--- config.mk ---
export PLATFORM = sky130hd
export DESIGN_NAME = wb_stage
export DESIGN_NICKNAME = d
export VERILOG_FILES = /design/src/rtl/wb_stage.sv
export SDC_FILE = /design/constraint.sdc
export NUM_CORES = 1
export LEC_CHECK = 0
export BUFFER_PORTS_ARGS = -buffer_cell sky130_fd_sc_hd__buf_2
export CAP_MARGIN = 30
export CORE_AREA = 2 2 202 204
export DETAILED_ROUTE_END_ITERATION = 10
export DIE_AREA = 0 0 204 206
export HOLD_SLACK_MARGIN = 0.06
export PLACE_DENSITY = 0.49
export SLEW_MARGIN = 20
export SYNTH_ARGS = -nofsm -noshare
export SYNTH_HDL_FRONTEND = slang
export SYNTH_SLANG_ARGS = --single-unit
--- constraint.sdc ---
create_clock -name clk -period 1.9 [get_ports clk]
set_input_delay 0 -clock clk [delete_from_list [all_inputs] [get_ports clk]]
set_output_delay 0 -clock clk [all_outputs]
set_load 0.005 [all_outputs]
--- src/rtl/wb_stage.sv ---
// Write-back stage: commits register-file, CP0 and TLB side effects, raises exceptions/eret
// and drives the pipeline-wide flush, the forward/block bus to decode and the debug trace.
module wb_stage #(
    parameter int          BUS_WD       = 134,
    parameter logic [31:0] EX_ENTRY     = 32'hbfc00380,
    parameter logic [31:0] REFILL_ENTRY = 32'hbfc00200
) (
    input  logic              clk,
    input  logic              reset,
    input  logic              ms_to_ws_valid,
    input  logic [BUS_WD-1:0] ms_to_ws_bus,
    output logic              ws_allowin,
    output logic [3:0]        rf_we,
    output logic [4:0]        rf_waddr,
    output logic [31:0]       rf_wdata,
    output logic [41:0]       ws_fwd_blk_bus,
    output logic              cp0_we,
    output logic [7:0]        cp0_addr,
    output logic [31:0]       cp0_wdata,
    input  logic [31:0]       cp0_rdata,
    input  logic [31:0]       cp0_epc,
    output logic              ws_ex,
    output logic [4:0]        ws_excode,
    output logic [31:0]       ws_badvaddr,
    output logic              ws_bd,
    output logic [31:0]       ws_pc,
    output logic              ws_eret,
    output logic              tlbp_we,
    output logic              tlbp_found,
    output logic [3:0]        tlbp_index,
    output logic              tlbr_we,
    output logic              tlbwi_we,
    output logic              do_flush,
    output logic [31:0]       flush_pc,
    output logic              after_ex,
    output logic [31:0]       debug_wb_pc,
    output logic [3:0]        debug_wb_rf_wen,
    output logic [4:0]        debug_wb_rf_wnum,
    output logic [31:0]       debug_wb_rf_wdata
);

    typedef struct packed {
        logic        tlb_refill;
        logic [3:0]  s1_index;
        logic        s1_found;
        logic        after_tlb;
        logic        tlbp;
        logic        tlbr;
        logic        tlbwi;
        logic [4:0]  excode;
        logic [31:0] badvaddr;
        logic [7:0]  cp0_addr;
        logic        ex;
        logic        bd;
        logic        eret;
        logic        syscall;
        logic        mfc0;
        logic        mtc0;
        logic [3:0]  gr_strb;
        logic [4:0]  dest;
        logic [31:0] result;
        logic [31:0] pc;
    } ms_bus_t;

    ms_bus_t     bus_r;
    logic        ws_valid;
    logic        commit;
    logic [31:0] final_data;
    logic        unused_bits;

    assign ws_allowin = 1'b1;

    // A flush squashes whatever memory offers in the same cycle.
    always_ff @(posedge clk) begin
        if (reset) begin
            ws_valid <= 1'b0;
            after_ex <= 1'b0;
            bus_r    <= '0;
        end else begin
            ws_valid <= ms_to_ws_valid & ~do_flush;
            if (ms_to_ws_valid && ws_allowin)
                bus_r <= ms_to_ws_bus;
            if (do_flush)
                after_ex <= 1'b1;
            else if (ms_to_ws_valid && ws_allowin)
                after_ex <= 1'b0;
        end
    end

    assign commit     = ws_valid & ~bus_r.ex;
    assign final_data = bus_r.mfc0 ? cp0_rdata : bus_r.result;

    assign rf_we    = {4{commit}} & bus_r.gr_strb;
    assign rf_waddr = bus_r.dest;
    assign rf_wdata = final_data;

    // mfc0 data arrives too late to forward, so decode is told to stall instead.
    assign ws_fwd_blk_bus = {rf_we, bus_r.dest, final_data, ws_valid & bus_r.mfc0};

    assign cp0_we     = commit & bus_r.mtc0;
    assign cp0_addr   = bus_r.cp0_addr;
    assign cp0_wdata  = bus_r.result;
    assign ws_eret    = commit & bus_r.eret;
    assign tlbp_we    = commit & bus_r.tlbp;
    assign tlbp_found = bus_r.s1_found;
    assign tlbp_index = bus_r.s1_index;
    assign tlbr_we    = commit & bus_r.tlbr;
    assign tlbwi_we   = commit & bus_r.tlbwi;

    assign ws_ex       = ws_valid & bus_r.ex;
    assign ws_excode   = bus_r.excode;
    assign ws_badvaddr = bus_r.badvaddr;
    assign ws_bd       = bus_r.bd;
    assign ws_pc       = bus_r.pc;

    assign do_flush = ws_valid & (bus_r.ex | bus_r.eret | bus_r.after_tlb);

    always_comb begin
        flush_pc = 32'h0;
        if (bus_r.ex)
            flush_pc = bus_r.tlb_refill ? REFILL_ENTRY : EX_ENTRY;
        else if (bus_r.eret)
            flush_pc = cp0_epc;
        else if (bus_r.after_tlb)
            flush_pc = bus_r.pc + 32'd4;
    end

    assign debug_wb_pc       = bus_r.pc;
    assign debug_wb_rf_wen   = rf_we;
    assign debug_wb_rf_wnum  = bus_r.dest;
    assign debug_wb_rf_wdata = final_data;

    // syscall is already folded into ex/excode upstream.
    assign unused_bits = bus_r.syscall;

endmodule

Yosys cells after proc, flatten, opt, wreduce, memory -nomap -nowiden
Cells that the tools add are included.
{ "word_totals": {"regBits": 135, "output_inout_bits": 312, "word_cells": 45} }
{ "classes": {"add_sub_neg": 1, "mux": 7, "bitwise": 15, "reduce_logical": 1} }
{ "op_table": {"columns": ["cell", "n"], "rows": [
  ["32-bit two-way mux", 4],
  ["32-bit by 3-bit adder with 32-bit output, second input constant", 1],
  ["1-bit bitwise AND", 10],
  ["9-bit two-way mux", 1],
  ["4-bit bitwise AND", 1],
  ["1-bit two-way mux", 2],
  ["1-bit inverter", 2],
  ["1-bit OR", 2],
  ["2-bit nonzero test", 1]
]} }

Longest topological paths before layout
{ "logic_depth": {"depth_word": 5, "ltp_mapped": 7, "depth_no_buf": 5} }

Least setup slack after synthesis
OpenSTA, ideal clock, no wires.
{ "synth_timing": {"path_type": "reg2out", "startpoint": "register bus_r, in the netlist debug_wb_pc[2]", "endpoint": "output port flush_pc[18]", "t_arrival_ps": 1866, "t_required_ps": 1900, "setup_slack_ps": 34, "stages_incl_launch_ff": 6, "path_buffers": 0, "path_cell_list": "dfxtp_1 -> ha_1 -> nand3_1 -> nor4_1 -> a41oi_1 -> a211o_1"} }
{ "synth_between": {"elab_chain_len": 4} }
{ "synth_rtl": {"columns": ["item", "line", "text"], "rows": [
  ["start: declaration", "65", "ms_bus_t bus_r;"],
  ["start signal: assignment", "82", "bus_r <= ms_to_ws_bus;"],
  ["32-bit by 3-bit adder with 32-bit output", "125", "flush_pc = bus_r.pc + 32'd4;"],
  ["32-bit two-way mux", "124", "else if (bus_r.after_tlb)"],
  ["32-bit two-way mux", "122", "else if (bus_r.eret)"],
  ["32-bit two-way mux", "120", "if (bus_r.ex)"],
  ["end: declaration", "34", "output logic [31:0] flush_pc,"]
]} }
No other way between the ends.

Final worst setup path
{ "layout_timing": {"startpoint": "register bus_r, in the netlist debug_wb_pc[9]", "endpoint": "output port flush_pc[29]"} }
Same word-level chain as after synthesis.

==> flow_metrics.env <==
export IMPL_irDropWorstVdd_mv=0.613
export IMPL_synthAdderAreaFrac_pct=0.156
export IMPL_async_flop_share_pct=0
export IMPL_failed_checks="setup timing"
export IMPL_synth_common_cells="233 x buf_4, 145 x nor2_1, 135 x dfxtp_1"
export IMPL_antenna_found_initial=1
export IMPL_crit_required_ps=1900
export IMPL_ant_nets=0
export IMPL_final_fill_count=4233
export IMPL_dr_total_vias=7888
export IMPL_overflow=0
export IMPL_die_y_um=206
export IMPL_hold_viol_final=0
export IMPL_synth_top_family_by_area="buffers and inverters"
export IMPL_areaGrowthSynthToFinish_pct=56.9
export IMPL_hp_start="reset"
export IMPL_dp_hpwl_um=22800
export IMPL_cts_tree="yes"
export IMPL_cts_sinks=135
export IMPL_reg2reg_from="debug_wb_pc[0]"
export IMPL_total_power_mw=8.39
export IMPL_dpl_worst_slack_ps=-29.3
export IMPL_hold_path_class="input port to flop"
export IMPL_clk_pin_slew_ps=70
export IMPL_clock_skew_ps=2.50
export IMPL_synthFlopType="dfxtp_1"
export IMPL_synthSimpleGateAreaFrac_pct=14.6
export IMPL_io_pins=513
export IMPL_place_area_um2=9810
export IMPL_drv_slew=0
export IMPL_end_kind="output pin"
export IMPL_drt_iter0_markers=237
export IMPL_initial_core_util_pct=19.9
export IMPL_synth_edf_count=0
export IMPL_synth_seq_cells=135
export IMPL_core_area_um2=40200
export IMPL_syn_area_um2=8010
export IMPL_cts_buffers=17
export IMPL_power_density_nw_per_um2=667
export IMPL_route_detailed_drc=0
export IMPL_cp_data_arrival_time_ps=2310
export IMPL_fin_setup_tns_ps=-4960
export IMPL_maxCapViolCount=0
export IMPL_postSynthCellCount=905
export IMPL_gp_congestion=0.837
export IMPL_synth_top_area_share_pct=33.7
export IMPL_via_per_inst=4.04
export IMPL_yosysTopAreaCell="dfxtp_1"
export IMPL_muxShareOfSynthArea_pct=21.1
export IMPL_synthTopCellsByArea="dfxtp_1 34%, buf_4 22%, mux2i_1 17%"
export IMPL_portBuffers=510
export IMPL_grt_setup_unrepaired="yes"
export IMPL_path_class="flop to output pin"
export IMPL_leakage_nw=6.63
export IMPL_status="complete, but fails checks"
export IMPL_nets=1607
export IMPL_slew_headroom_pct=64.0
export IMPL_seq_area_frac_synth_pct=33.7
export IMPL_fmax_ghz=0.432
export IMPL_wl_per_cell_um=15.9
export IMPL_synthDistinctLibCells=44
export IMPL_grt_max_degree=61
export IMPL_dpl_cell_count=1721
export IMPL_firstDrtPassIters=4
export IMPL_syn_nets=1107
export IMPL_rows=74
export IMPL_worstSetupStartpointType="flop"
export IMPL_cp_startpoint="debug_wb_pc[9]"
export IMPL_synth_xor_area_share_pct=0.984
export IMPL_track_usage_pct=14.1
export IMPL_regArea_um2=2730
export IMPL_synth_most_common_cell="buf_4"
export IMPL_multi_input_area_um2=3510
export IMPL_yosysWarnings=0
export IMPL_tightestPinTransition_ps=540
export IMPL_final_area_um2=12600
export IMPL_crit_fanout=6
export IMPL_hold_worst_slack_ps=108
export IMPL_setup_viol=18
export IMPL_setup_slack_ps=-413
export IMPL_grt_pass1_wl_um=44400
export IMPL_htreeDepth=4
export IMPL_dieArea_um2=42000
export IMPL_final_cells=1951
export IMPL_clock_path_buffers=2
export IMPL_min_period_ps=2310
export IMPL_clk_latency_ps=450
export IMPL_grt_pass1_vias=7580
export IMPL_die_w_um=204
export IMPL_drive_above_1_share_pct=48.9
export IMPL_fin_util_pct=31.3
export IMPL_fin_crit_sh_pct=122
export IMPL_clock_root_buffer="clkbuf_16"
export IMPL_routed_wirelength_um=31000
export IMPL_synth_compound_area_share_pct=4.83
export IMPL_synth_area_per_cell_um2=8.85
==> final timing paths <==
kind | slack (ps) | to | cells past startpoint
max | -410 | flush_pc[29] | 6
min | 110 | debug_wb_pc[16] | 2
max reg2reg | 120 | debug_wb_pc[0] | 4
min reg2reg | 480 | bus_r[72] | 2
==> timing repair <==
action,in CTS,in global routing
cloned,1,0
endpoints found under the hold margin,133,0
setup endpoints to repair,26,26
buffers inserted,13,3
pin swaps,12,19
gates resized for setup,47,31
hold buffers,182,0
==> cells by family (layout without fill, tap and decap cells) <==
logic type / after synthesis / count (layout)
multiplexers: 165 / 165
other: 1 / 2
flip-flops: 135 / 135
buffers and inverters: 289 / 802
AND/OR/NAND/NOR: 247 / 247
adder cells (fa/ha/maj): 1 / 1
AO/OA/AOI/OAI: 58 / 58
XOR/XNOR: 9 / 9
==> cell type report <==
| type | instances | area share [%] |
|---|---|---|
| Antenna cell | 1 | 0.0199 |
| Clock buffer | 19 | 3.52 |
| Clock inverter | 13 | 1.07 |
| Inverter | 2 | 0.0597 |
| Multi-Input combinational cell | 481 | 27.9 |
| Sequential cell | 135 | 21.7 |
| Tap cell | 532 | 5.29 |
| Timing Repair Buffer | 768 | 40.5 |
==> registers in the layout, indices dropped and copies added (netlist names) <==
signal	flops
after_ex	1
bus_r	13
cp0_addr	8
cp0_wdata	32
debug_wb_pc	32
debug_wb_rf_wnum	5
tlbp_found	1
tlbp_index	4
ws_badvaddr	32
ws_bd	1
ws_excode	5
ws_valid	1
==> report_power, final <==
group          switching (mW)  internal, mW  total [mW]
clock                    1.49          1.87        3.36
sequential              0.122          3.00        3.13
combinational           0.836          1.06        1.90
==> critical path, stage by stage (launching register included) <==
cell     delay (ps)
dfxtp_2         350
nand4_4         110
or4_4           560
buf_6           150
or4b_4          510
nand3_2          90
buf_6           100
==> routing by layer <==
layer | global-route usage, % | up-vias | wire, um
li1 | - | 3822 | -
met1 | 16.1 | 3692 | 12800
met2 | 25.3 | 339 | 15800
met3 | 3.52 | 35 | 1840
met4 | 4.94 | 0 | 681
met5 | 0 | - | 0
==> layout by cell type, fill, tap and decap left out, types with 6 or more instances in the layout <==
cell,count
dlygate4sd3_1,182
buf_2,505
nor2_1,145
o21ai_1,6
o211ai_1,13
dfxtp_2,12
buf_6,12
mux2_2,32
clkbuf_16,17
nand3_1,18
a22oi_1,8
buf_4,61
mux2i_1,133
a21oi_1,12
nand4_1,7
and2_1,11
nand2_1,18
dfxtp_1,121
or4_1,6
Note: power is estimated with default switching activity, not from simulation.
